<file path="src/rtl/tdm_demux_1to4_b4_pkg.sv">
// Shared definitions for the 1-to-4 TDM demultiplexer: FSM state encoding
// and the default slot width. Guarded so repeated inclusion is harmless.
`ifndef TDM_DEMUX_1TO4_B4_PKG_SV
`define TDM_DEMUX_1TO4_B4_PKG_SV

package tdm_demux_1to4_b4_pkg;

   // Framing state: HUNT waits for a sync beat, ALIGNED collects slots.
   typedef enum logic {
      HUNT    = 1'b0,
      ALIGNED = 1'b1
   } state_e;

   localparam int WIDTH_DEFAULT = 4;
   localparam int SLOTS_FIXED   = 4;

endpackage

`endif

</file>
<file path="src/rtl/tdm_demux_1to4_b4_decoder2to4.sv">
// 2-to-4 one-hot decoder producing the staging/frame write enables.
module decoder2to4 (
   input  logic [1:0] slot,
   input  logic       en,
   output logic [3:0] onehot
);

   // One enable per slot, all low when en is low.
   always_comb begin
      onehot       = 4'b0000;
      if (en) begin
         onehot[slot] = 1'b1;
      end
   end

endmodule

</file>
<file path="src/rtl/tdm_demux_1to4_b4.sv">
// 1-to-4 TDM demultiplexer. Serial slot beats are staged until a frame of
// four completes; the frame is then published on O0..O3 with a one-cycle
// frame_valid pulse. A sync beat marks slot 0 and (re)aligns the framer.
// Handshake: a beat is consumed on every rising edge where in_valid=1;
// there is no back-pressure, so in_valid=0 simply freezes all state.
module tdm_demux_1to4_b4
   import tdm_demux_1to4_b4_pkg::*;
#(
   parameter int WIDTH = WIDTH_DEFAULT,
   parameter int SLOTS = SLOTS_FIXED
) (
   input  logic             clk,
   input  logic             rst,
   input  logic             in_valid,
   input  logic             sync,
   input  logic [WIDTH-1:0] din,
   output logic [WIDTH-1:0] O0,
   output logic [WIDTH-1:0] O1,
   output logic [WIDTH-1:0] O2,
   output logic [WIDTH-1:0] O3,
   output logic             frame_valid,
   output logic [1:0]       slot,
   output logic             aligned,
   output logic             sync_err
);

   if (SLOTS != 4) begin : g_slots_check
      $error("tdm_demux_1to4_b4 only supports SLOTS=4");
   end

   state_e           state_q, state_d;
   logic [1:0]       slot_q, slot_d;
   logic [WIDTH-1:0] staging_q [3];
   logic [WIDTH-1:0] staging_d [3];
   logic [WIDTH-1:0] out_q [4];
   logic [WIDTH-1:0] out_d [4];
   logic             frame_valid_q, frame_valid_d;
   logic             sync_err_q, sync_err_d;

   logic [1:0]       dec_slot;
   logic             dec_en;
   logic [3:0]       we;

   // A sync beat always lands in slot 0; otherwise beats are only kept once aligned.
   always_comb begin
      dec_slot = sync ? 2'd0 : slot_q;
      dec_en   = in_valid && (sync || (state_q == ALIGNED));
   end

   decoder2to4 u_dec (
      .slot   (dec_slot),
      .en     (dec_en),
      .onehot (we)
   );

   // Next-state, staging writes and frame publication.
   always_comb begin
      state_d       = state_q;
      slot_d        = slot_q;
      staging_d     = staging_q;
      out_d         = out_q;
      frame_valid_d = 1'b0;
      sync_err_d    = 1'b0;
      for (int i = 0; i < 3; i++) begin
         if (we[i]) begin
            staging_d[i] = din;
         end
      end
      if (in_valid) begin
         if (sync) begin
            // Restart framing; a sync mid-frame drops the partial frame.
            sync_err_d = (state_q == ALIGNED) && (slot_q != 2'd0);
            state_d    = ALIGNED;
            slot_d     = 2'd1;
         end else if (state_q == ALIGNED) begin
            slot_d = slot_q + 2'd1;
            if (we[3]) begin
               // Slot 3 completes the frame; it goes straight from din.
               out_d[0]      = staging_q[0];
               out_d[1]      = staging_q[1];
               out_d[2]      = staging_q[2];
               out_d[3]      = din;
               frame_valid_d = 1'b1;
            end
         end
      end
   end

   // State registers with synchronous reset taking priority over any beat.
   always_ff @(posedge clk) begin
      if (rst) begin
         state_q       <= HUNT;
         slot_q        <= 2'd0;
         frame_valid_q <= 1'b0;
         sync_err_q    <= 1'b0;
         for (int i = 0; i < 3; i++) begin
            staging_q[i] <= '0;
         end
         for (int i = 0; i < 4; i++) begin
            out_q[i] <= '0;
         end
      end else begin
         state_q       <= state_d;
         slot_q        <= slot_d;
         frame_valid_q <= frame_valid_d;
         sync_err_q    <= sync_err_d;
         staging_q     <= staging_d;
         out_q         <= out_d;
      end
   end

   // All outputs come straight from registers.
   always_comb begin
      O0          = out_q[0];
      O1          = out_q[1];
      O2          = out_q[2];
      O3          = out_q[3];
      frame_valid = frame_valid_q;
      slot        = slot_q;
      aligned     = (state_q == ALIGNED);
      sync_err    = sync_err_q;
   end

endmodule

</file>
<file path="config.mk">
export PLATFORM = sky130hd
export DESIGN_NAME = tdm_demux_1to4_b4
export DESIGN_NICKNAME = d
export VERILOG_FILES = /design/src/rtl/tdm_demux_1to4_b4_pkg.sv /design/src/rtl/tdm_demux_1to4_b4_decoder2to4.sv /design/src/rtl/tdm_demux_1to4_b4.sv
export SDC_FILE = /design/constraint.sdc
export NUM_CORES = 1
export LEC_CHECK = 0
export ABC_AREA = 0
export ABC_CLOCK_PERIOD_IN_PS = 2100
export BUFFER_PORTS_ARGS = -buffer_cell sky130_fd_sc_hd__buf_2
export CAP_MARGIN = 10
export CORE_MARGIN = 1
export CORE_UTILIZATION = 55
export CTS_BUF_LIST = sky130_fd_sc_hd__clkbuf_8
export CTS_CLUSTER_SIZE = 20
export DETAILED_ROUTE_END_ITERATION = 10
export MAX_ROUTING_LAYER = met4
export PLACE_DENSITY = 0.8
export SETUP_SLACK_MARGIN = 0.05
export SLEW_MARGIN = 10
export SYNTH_ARGS = -nofsm -noshare
export SYNTH_HDL_FRONTEND = slang
export SYNTH_HIERARCHICAL = 1
export SYNTH_SLANG_ARGS = --single-unit
</file>
<file path="constraint.sdc">
create_clock -name clk -period 2.1 [get_ports clk]
set_input_delay 0.315 -clock clk [delete_from_list [all_inputs] [get_ports clk]]
set_output_delay 0.315 -clock clk [all_outputs]
set_load 0.005 [all_outputs]
</file>
==> results of run 1 <==
worst register-to-register path, delay by kind of cell (launching register included):
family	cells	cell delay (ps)
buf+inv	2	340
compound gates	1	310
flops	1	340
simple gates	3	560
layout by cell type (no fill, tap or decap):
cell,count
nor3b_2,1
and4b_1,1
and2_1,1
ha_1,1
a21oi_1,1
mux2i_1,28
buf_2,28
buf_4,1
clkbuf_8,6
and3_2,2
a221oi_1,1
nor2b_1,2
and2b_1,1
dfxtp_1,33
and3b_1,2
nand2b_1,32
o21ai_0,1
nor2_1,16
a32o_1,1
inv_1,4
final timing paths:
check	from	endpoint	cells past startpoint
worst max-delay path	aligned$_SDFFE_PP0P_	frame_valid$_SDFF_PP0_	6
worst min-delay path	din[3]	staging_q[7]$_SDFFE_PP0P_	3
worst max register to register	aligned$_SDFFE_PP0P_	frame_valid$_SDFF_PP0_	6
worst min register to register	O3[0]$_SDFFE_PP0P_	O3[0]$_SDFFE_PP0P_	2
cell type report:
cell class	instances	area [um2]	share of cell area
repair buffers	29	148	0.0920
multi-input cells	91	663	0.413
well taps	28	35.0	0.0218
clock inverters	1	3.75	0.00234
clock buffers	6	82.6	0.0515
flip-flops and latches	33	661	0.412
inverters	3	11.3	0.00702
Yosys cell counts:
library cell	number
dfxtp_1	33
nor2b_1	2
and3b_1	2
buf_2	1
and2b_1	1
clkbuf_1	7
inv_1	3
ha_1	1
nor2_1	16
a32o_1	1
a21oi_1	1
o21ai_0	1
nor3b_2	1
buf_12	1
nand2b_1	32
mux2i_1	28
buf_6	1
a221oi_1	1
and3_2	2
and2_1	1
and4b_1	1
metrics by stage:
step                      setup slack, ps  power [mW]  hold slack (ps)  area, um2
final                                 407        1.17              323       1600
after CTS                             405        1.18              311       1600
after global placement                402       0.719              457       1520
after floorplan                       552       0.701              451       1400
after detailed placement              306       0.722              463       1520
after global routing                  306        1.22              318       1600
power by group:
part           switching [mW]  internal [mW]
clock                   0.206          0.255
sequential            0.00577          0.635
combinational          0.0352         0.0317
total                   0.247          0.922
registers in the layout, indices dropped and copies added, names as in the netlist:
register     flops
staging_q       12
O0               4
O1               4
O2               4
O3               4
slot             2
aligned          1
frame_valid      1
sync_err         1
per-layer routing:
layer  global-route usage  routed length (um)  vias to the layer above
li1                     -                   -                      497
met5                    -                   0                        -
met1                0.223                1120                      419
met2                0.316                1070                       21
met3               0.0783                  82                        5
met4               0.0921                  44                        0
kinds of logic (layout without fill, tap and decap cells):
group | after synthesis | count (layout) | share of synthesized area
compound gates | 4 | 4 | 0.0206
fa+ha+maj | 1 | 1 | 0.00895
buf+inv | 13 | 39 | 0.0528
flops | 33 | 33 | 0.473
mux | 28 | 28 | 0.201
simple gates | 58 | 58 | 0.244
==> impl_metrics.csv, run 1 <==
group,metric,value,unit
run_status,status,"finished clean",
clock_tree,ctsHoldBuffers,0,
setup_path,start_kind,"flip-flop",
job,maxCapViolCount,0,
finish,utilization,0.698,
floorplan,die_x,52.4,um
grt,grtUsageTotal,0.201,
clock_tree,cts_resized,0,
placed_design,dpl.cell_count,184,
synthesis,syn_area,1400,um2
clock_tree,cts_buffer_depth,2,
synthesis,netlist_instances,137,
floorplan,ioPinCount,29,
finish,fin_nets,172,
synthesis,ys_seq_area_frac,0.473,
placed_design,port_buffers,28,
timing,grt_setup_unrepaired,"false",
floorplan,fp.dieH,52.4,um
timing,tightest_slew,629,ps
pwr,ir_worst_vdd,0.000536,V
synthesis,yosys_register_bits,33,
setup_path,critPathArrivalTime,1840,ps
setup_path,crit_required,2240,ps
grt,grt_start_max_net_pins,51,
routing,ant_nets,0,
finish,final_cell_count_no_fill,191,
finish,area_growth,14.8,%
synthesis,yosysTopAreaCell,"dfxtp_1",
synthesis,ys_warn_count,6,
clock_tree,cts_setup_buffers,0,
finish,n_antenna_cell,0,
routing,drt-total-wl,2320,um
synthesis,avgSynthCellArea,10.2,um2
timing,slew_viol_final,0,
routing,vias,942,
clock_tree,cts_tree,"yes",
grt,antenna_found_initial,0,
clock_tree,cts_max_level,2,
clock_tree,insertion_delay,280,ps
setup_path,r2r_slack,410,ps
min_path,hp-class,"in -> reg",
setup_path,cp_slowest_cell,"dfxtp_1",
grt,grt_pass1_vias,862,
pwr,p_leak,0.662,nW
timing,finClkSkew,4.48,ps
clock_tree,cts_sinks,33,
clock_tree,clk_pin_slew,60,ps
timing,slew_headroom,0.581,
routing,dr.pass1.iters,4,
setup_path,crit_chain,"o21ai_0, inv_1, and3_2, and4b_1, buf_4, nor2b_1",
clock_tree,cts_root_buffer,"clkbuf_8",
setup_path,cp_num_buf_inv,2,
synthesis,synth_area_leaders,"dfxtp_1 (47%), mux2i_1 (20%), nand2b_1 (14%), nor2_1 (4.3%), clkbuf_1 (1.9%)",
grt,grt_pass1_wl,3740,um
routing,drc,0,
timing,fin_crit,1690,ps
synthesis,ys_types,21,
timing,fin_crit_sh,0.806,
routing,drt-wirelength-per-cell,12.2,um
setup_path,critical-path-top-delay-family,"simple AND/OR/NAND/NOR gates",
timing,tns,0,ps
floorplan,core,2300,um2
floorplan,dieArea,2750,um2
synthesis,synthesis.nets,146,
synthesis,synth_top_area_share,0.473,
pwr,p_per_area,728,nW/um2
floorplan,initial_core_util,0.608,
setup_path,path_class,"reg -> reg",
finish,nFillCells,186,
routing,initialDrtViolationCount,9,
timing,setup_viol,0,
routing,viasPerCell,4.93,
grt,overflow,0,
setup_path,critPathMaxFanout,17,
setup_path,slowest_delay,340,ps
placed_design,place.gp.congestion,0.742,
clock_tree,numCtsBuffers,5,
placed_design,dp_hpwl,1580,um
setup_path,end_kind,"flip-flop",
finish,drive_gt1_frac,0.233,
floorplan,num_rows,17,
timing,hold_viol,0,
timing,max_freq,591,MHz
Power figures use the tool's default switching activity.
==> run 2, diff against run 1 <==
--- a/config.mk
+++ b/config.mk
@@ -6,7 +6,7 @@
 export NUM_CORES = 1
 export LEC_CHECK = 0
 export ABC_AREA = 0
-export ABC_CLOCK_PERIOD_IN_PS = 2100
+export ABC_CLOCK_PERIOD_IN_PS = 1700
 export BUFFER_PORTS_ARGS = -buffer_cell sky130_fd_sc_hd__buf_2
 export CAP_MARGIN = 10
 export CORE_MARGIN = 1
==> constraint.sdc (replaced) <==
create_clock -name clk -period 1.7 [get_ports clk]
set_input_delay 0.255 -clock clk [delete_from_list [all_inputs] [get_ports clk]]
set_output_delay 0.255 -clock clk [all_outputs]
set_load 0.005 [all_outputs]
==> run 2 against run 1 <==
Net effect:
- critical path depth unchanged
- die area unchanged
- first-iteration DRC count increased by 22%
- clock power grew 90%
- core utilization increased by 3.9 points
- sequential power rose by 24%
- combinational power increased by 36%
- maximum frequency increased by 8.8%
- routed wire length rose by 8.1%
- clock skew increased by 2.5 ps
- critical path type unchanged
- highest routed layer unchanged
==> impl_metrics.csv, run 2 (same netlist as run 1, synthesis figures left out) <==
group,metric,value,unit
routing,vias,991,
grt,grtUsageTotal,0.220,
placed_design,dp_hpwl,1650,um
routing,initialDrtViolationCount,11,
setup_path,critPathMaxFanout,17,
routing,viasPerCell,5.11,
timing,tightest_slew,460,ps
pwr,p_leak,0.698,nW
timing,max_freq,643,MHz
floorplan,dieArea,2750,um2
clock_tree,numCtsBuffers,5,
finish,fin_nets,174,
grt,overflow,0,
min_path,hp-class,"in -> reg",
timing,slew_headroom,0.692,
pwr,p_per_area,1040,nW/um2
setup_path,path_class,"reg -> reg",
finish,layout_common_cells,"dfxtp_1 (33), nand2b_1 (32), mux2i_1 (28), buf_2 (28), nor2_1 (15)",
clock_tree,cts_tree,"yes",
grt,grt_pass1_vias,845,
finish,n_antenna_cell,0,
setup_path,crit_required,1910,ps
setup_path,cp_num_buf_inv,2,
timing,grt_setup_unrepaired,"false",
floorplan,num_rows,17,
timing,setup_viol,0,
routing,dr.pass1.iters,4,
finish,largest_reg_flops,12,
clock_tree,cts_sinks,33,
routing,ant_nets,0,
routing,drt-wirelength-per-cell,12.9,um
floorplan,initial_core_util,0.608,
finish,final_common_cell,"dfxtp_1",
job,maxCapViolCount,0,
finish,drive_gt1_frac,0.259,
clock_tree,cts_buffer_depth,2,
finish,area_growth,21.2,%
clock_tree,ctsHoldBuffers,0,
setup_path,critical-path-top-delay-family,"simple AND/OR/NAND/NOR gates",
finish,nFillCells,181,
finish,largest-register,"staging_q",
grt,grt_start_max_net_pins,27,
setup_path,start_kind,"flip-flop",
pwr,ir_worst_vdd,0.000905,V
timing,tns,0,ps
routing,drc,0,
timing,fin_crit,1560,ps
pwr,power,1.76,mW
grt,antenna_found_initial,0,
floorplan,die_x,52.4,um
timing,hold_viol,0,
grt,grt_pass1_wl,3950,um
setup_path,slowest_delay,350,ps
clock_tree,cts_max_level,2,
setup_path,critPathArrivalTime,1770,ps
floorplan,fp.dieH,52.4,um
clock_tree,cts_root_buffer,"clkbuf_8",
setup_path,crit_chain,"inv_1, nor2_2, and3_2, and4b_1, buf_12, mux2i_1",
floorplan,ioPinCount,29,
timing,slew_viol_final,0,
setup_path,end_kind,"flip-flop",
setup_path,cp_slowest_cell,"dfxtp_1",
timing,fin_crit_sh,0.915,
placed_design,port_buffers,28,
routing,drt-total-wl,2510,um
floorplan,core,2300,um2
placed_design,place.gp.congestion,0.679,
timing,finClkSkew,7.01,ps
run_status,status,"finished clean",
clock_tree,clk_pin_slew,70,ps
clock_tree,insertion_delay,290,ps
==> run 2: worst paths after layout <==
check	from	to	slack, ps	cells after the start
setup / recovery	slot[1]$_SDFFE_PP0P_	O0[2]$_SDFFE_PP0P_	140	6
hold / removal	in_valid	aligned$_SDFFE_PP0P_	240	3
setup reg to reg	slot[1]$_SDFFE_PP0P_	O0[2]$_SDFFE_PP0P_	140	6
hold reg to reg	O2[1]$_SDFFE_PP0P_	O2[1]$_SDFFE_PP0P_	470	2
==> run 2: through the flow <==
stage	hold slack [ps]	utilization	std cells	setup slack [ps]	instance area [um2]
detailed placement	465	0.678	186	130	1560
CTS	235	0.736	194	68.2	1690
global route	236	0.737	194	50.8	1690
global placement	455	0.678	186	197	1560
floorplan	396	-	137	152	1400
finish	238	0.737	194	144	1690
==> run 2: where the power goes <==
group          total [mW]  switching (mW)  internal, mW
Sequential          0.792         0.00765         0.784
Clock               0.874           0.291         0.582
Combinational      0.0910          0.0458        0.0452
==> run 2: worst reg2reg max path: stages, from the launching register on <==
cell and delay, ps:
dfxtp_1 350, inv_1 80, nor2_2 190, and3_2 220, and4b_1 240, buf_12 180, mux2i_1 220
==> run 2: final cells by class <==
cell class | count | area [um2] | share of cell area
Timing Repair Buffer | 31 | 188 | 0.111
Sequential cell | 33 | 661 | 0.390
Clock inverter | 3 | 65.1 | 0.0384
Multi-Input combinational cell | 91 | 666 | 0.393
Tap cell | 28 | 35.0 | 0.0207
Inverter | 3 | 11.3 | 0.00665
Clock buffer | 5 | 68.8 | 0.0406
==> run 2: what timing repair did <==
action / 4_1_cts / 5_1_grt
resized for setup: 0 / 1
setup buffers: 0 / 0
endpoints found under the setup margin: 0 / 16
==> run 2: metal layers <==
layer | vias up | global-route usage | wire length [um]
li1 | 503 | - | -
met3 | 6 | 0.113 | 140
met5 | - | - | 0
met2 | 26 | 0.329 | 1200
met1 | 456 | 0.238 | 1120
met4 | 0 | 0.110 | 51
==> run 3, diff against run 2 <==
--- a/config.mk
+++ b/config.mk
@@ -7,15 +7,15 @@
 export LEC_CHECK = 0
 export ABC_AREA = 0
 export ABC_CLOCK_PERIOD_IN_PS = 1700
-export BUFFER_PORTS_ARGS = -buffer_cell sky130_fd_sc_hd__buf_2
+export BUFFER_PORTS_ARGS = -buffer_cell sky130_fd_sc_hd__clkbuf_2
 export CAP_MARGIN = 10
 export CORE_MARGIN = 1
-export CORE_UTILIZATION = 55
+export CORE_UTILIZATION = 45
 export CTS_BUF_LIST = sky130_fd_sc_hd__clkbuf_8
 export CTS_CLUSTER_SIZE = 20
 export DETAILED_ROUTE_END_ITERATION = 10
 export MAX_ROUTING_LAYER = met4
-export PLACE_DENSITY = 0.8
+export PLACE_DENSITY = 0.68
 export SETUP_SLACK_MARGIN = 0.05
 export SLEW_MARGIN = 10
 export SYNTH_ARGS = -nofsm -noshare
==> run 3 against run 2 <==
Net effect:
- the flow now finishes with violations (DRC)
- setup slack better by 57 ps
- non-clock buffer count unchanged
- register-to-register slack better by 60 ps
- total power down 17%
- first-iteration DRC count rose to 3.3 times the previous value
- combinational power about the same
- core utilization down 16 points
- maximum frequency up 3.8%
- count of clock-buffer cells in the layout up 1
==> impl_metrics.csv, run 3 (same netlist as run 1, synthesis figures left out) <==
group,metric,value,unit
run_status,status,"complete, but fails checks",
run_status,violations,"DRC",
timing,hold_viol,0,
floorplan,ioPinCount,29,
routing,dr.pass1.iters,7,
setup_path,path_class,"reg -> reg",
timing,setup_viol,0,
min_path,whs_path_depth,3,
timing,fin_crit_sh,0.882,
finish,final_area,1650,um2
clock_tree,cts_setup_buffers,0,
clock_tree,insertion_delay,280,ps
timing,tightest_slew,279,ps
timing,max_freq,667,MHz
finish,layout_common_cells,"dfxtp_1 (33), nand2b_1 (32), mux2i_1 (28), clkbuf_2 (28), nor2_1 (15)",
finish,drive_gt1_frac,0.248,
placed_design,place.gp.congestion,0.859,
setup_path,r2r_cells,6,
grt,grt_start_max_net_pins,37,
routing,vias,952,
setup_path,r2r_start,"aligned$_SDFFE_PP0P_",
timing,grt_setup_unrepaired,"false",
clock_tree,clk_pin_slew,60,ps
setup_path,critPathMaxFanout,17,
floorplan,die_x,57.7,um
min_path,hold_start,"din[3]",
setup_path,start_kind,"flip-flop",
grt,overflow,0,
min_path,hp-class,"in -> reg",
timing,slew_headroom,0.814,
setup_path,crit_required,1860,ps
timing,tns,0,ps
routing,initialDrtViolationCount,36,
grt,grtUsageTotal,0.171,
finish,n_antenna_cell,0,
setup_path,end_kind,"flip-flop",
floorplan,core,2850,um2
clock_tree,cts_buffer_depth,2,
placed_design,port_buffers,28,
finish,final_common_cell,"dfxtp_1",
grt,grt_pass1_vias,932,
setup_path,crit_start,"aligned$_SDFFE_PP0P_",
floorplan,initial_core_util,0.490,
floorplan,num_rows,19,
placed_design,dp_hpwl,1690,um
floorplan,dieArea,3330,um2
grt,grt_pass1_wl,4110,um
clock_tree,cts_tree,"yes",
job,maxCapViolCount,0,
routing,drt-wirelength-per-cell,12.0,um
pwr,p_leak,0.661,nW
setup_path,critPathArrivalTime,1660,ps
timing,slew_viol_final,0,
routing,ant_nets,0,
finish,largest_reg_flops,12,
timing,fin_ws,201,ps
clock_tree,cts_sinks,33,
placed_design,pre_cts_ws,47.4,ps
clock_tree,cts_root_buffer,"clkbuf_8",
floorplan,fp.dieH,57.7,um
finish,area_growth,18.1,%
routing,drt-total-wl,2340,um
placed_design,placed_area,1560,um2
routing,drc,1,
timing,finClkSkew,3.60,ps
grt,antenna_found_initial,0,
pwr,ir_worst_vdd,0.000490,V
clock_tree,numCtsBuffers,5,
timing,fin_crit,1500,ps
finish,largest-register,"staging_q",
routing,viasPerCell,4.86,
finish,fin_nets,174,
clock_tree,cts_max_level,2,
pwr,p_per_area,878,nW/um2
run 3: power by group:
group | switching [mW] | total [mW] | internal (mW)
sequential | 0.00695 | 0.792 | 0.785
combinational | 0.0456 | 0.0911 | 0.0455
clock | 0.252 | 0.567 | 0.314
total | 0.305 | 1.45 | 1.14
run 3: stage by stage:
| stage | utilization | total power, mW | cells | hold slack (ps) |
|---|---|---|---|---|
| final | 0.579 | 1.45 | 196 | 266 |
| after global routing | 0.579 | 1.52 | 196 | 282 |
| after CTS | 0.578 | 1.47 | 196 | 263 |
| after detailed placement | 0.547 | 0.900 | 189 | 461 |
| after global placement | 0.547 | 0.897 | 189 | 457 |
| after floorplan | - | 0.866 | 137 | 396 |
run 3: what timing repair did:
item,CTS,global route
resized for setup,0,2
hold buffers,0,0
setup endpoints to repair,0,17
run 3: metal layers:
layer,track usage,part of all wire
met1,0.185,0.44
met2,0.274,0.49
met5,-,0
met3,0.0647,0.058
met4,0.0850,0.018
run 3: cell type report:
cell class / count / area, um2
Tap cell: 31 / 38.8
Sequential cell: 33 / 661
Clock inverter: 1 / 3.75
Clock buffer: 6 / 82.6
Inverter: 3 / 11.3
Timing Repair Buffer: 31 / 188
Fill cell: 265 / 1200
Multi-Input combinational cell: 91 / 666
run 3: path summary, 6_finish.rpt:
path                                  to  slack, ps
setup / recovery  frame_valid$_SDFF_PP0_        200
hold / removal        O3[3]$_SDFFE_PP0P_        270
setup reg to reg  frame_valid$_SDFF_PP0_        200
hold reg to reg       O3[2]$_SDFFE_PP0P_        470
run 3: critical path, stage by stage (launching register included):
cell     delay, ps
dfxtp_1        340
o21ai_1        220
inv_1          100
and3_2         220
and4b_1        210
buf_12         160
nor2b_1        130
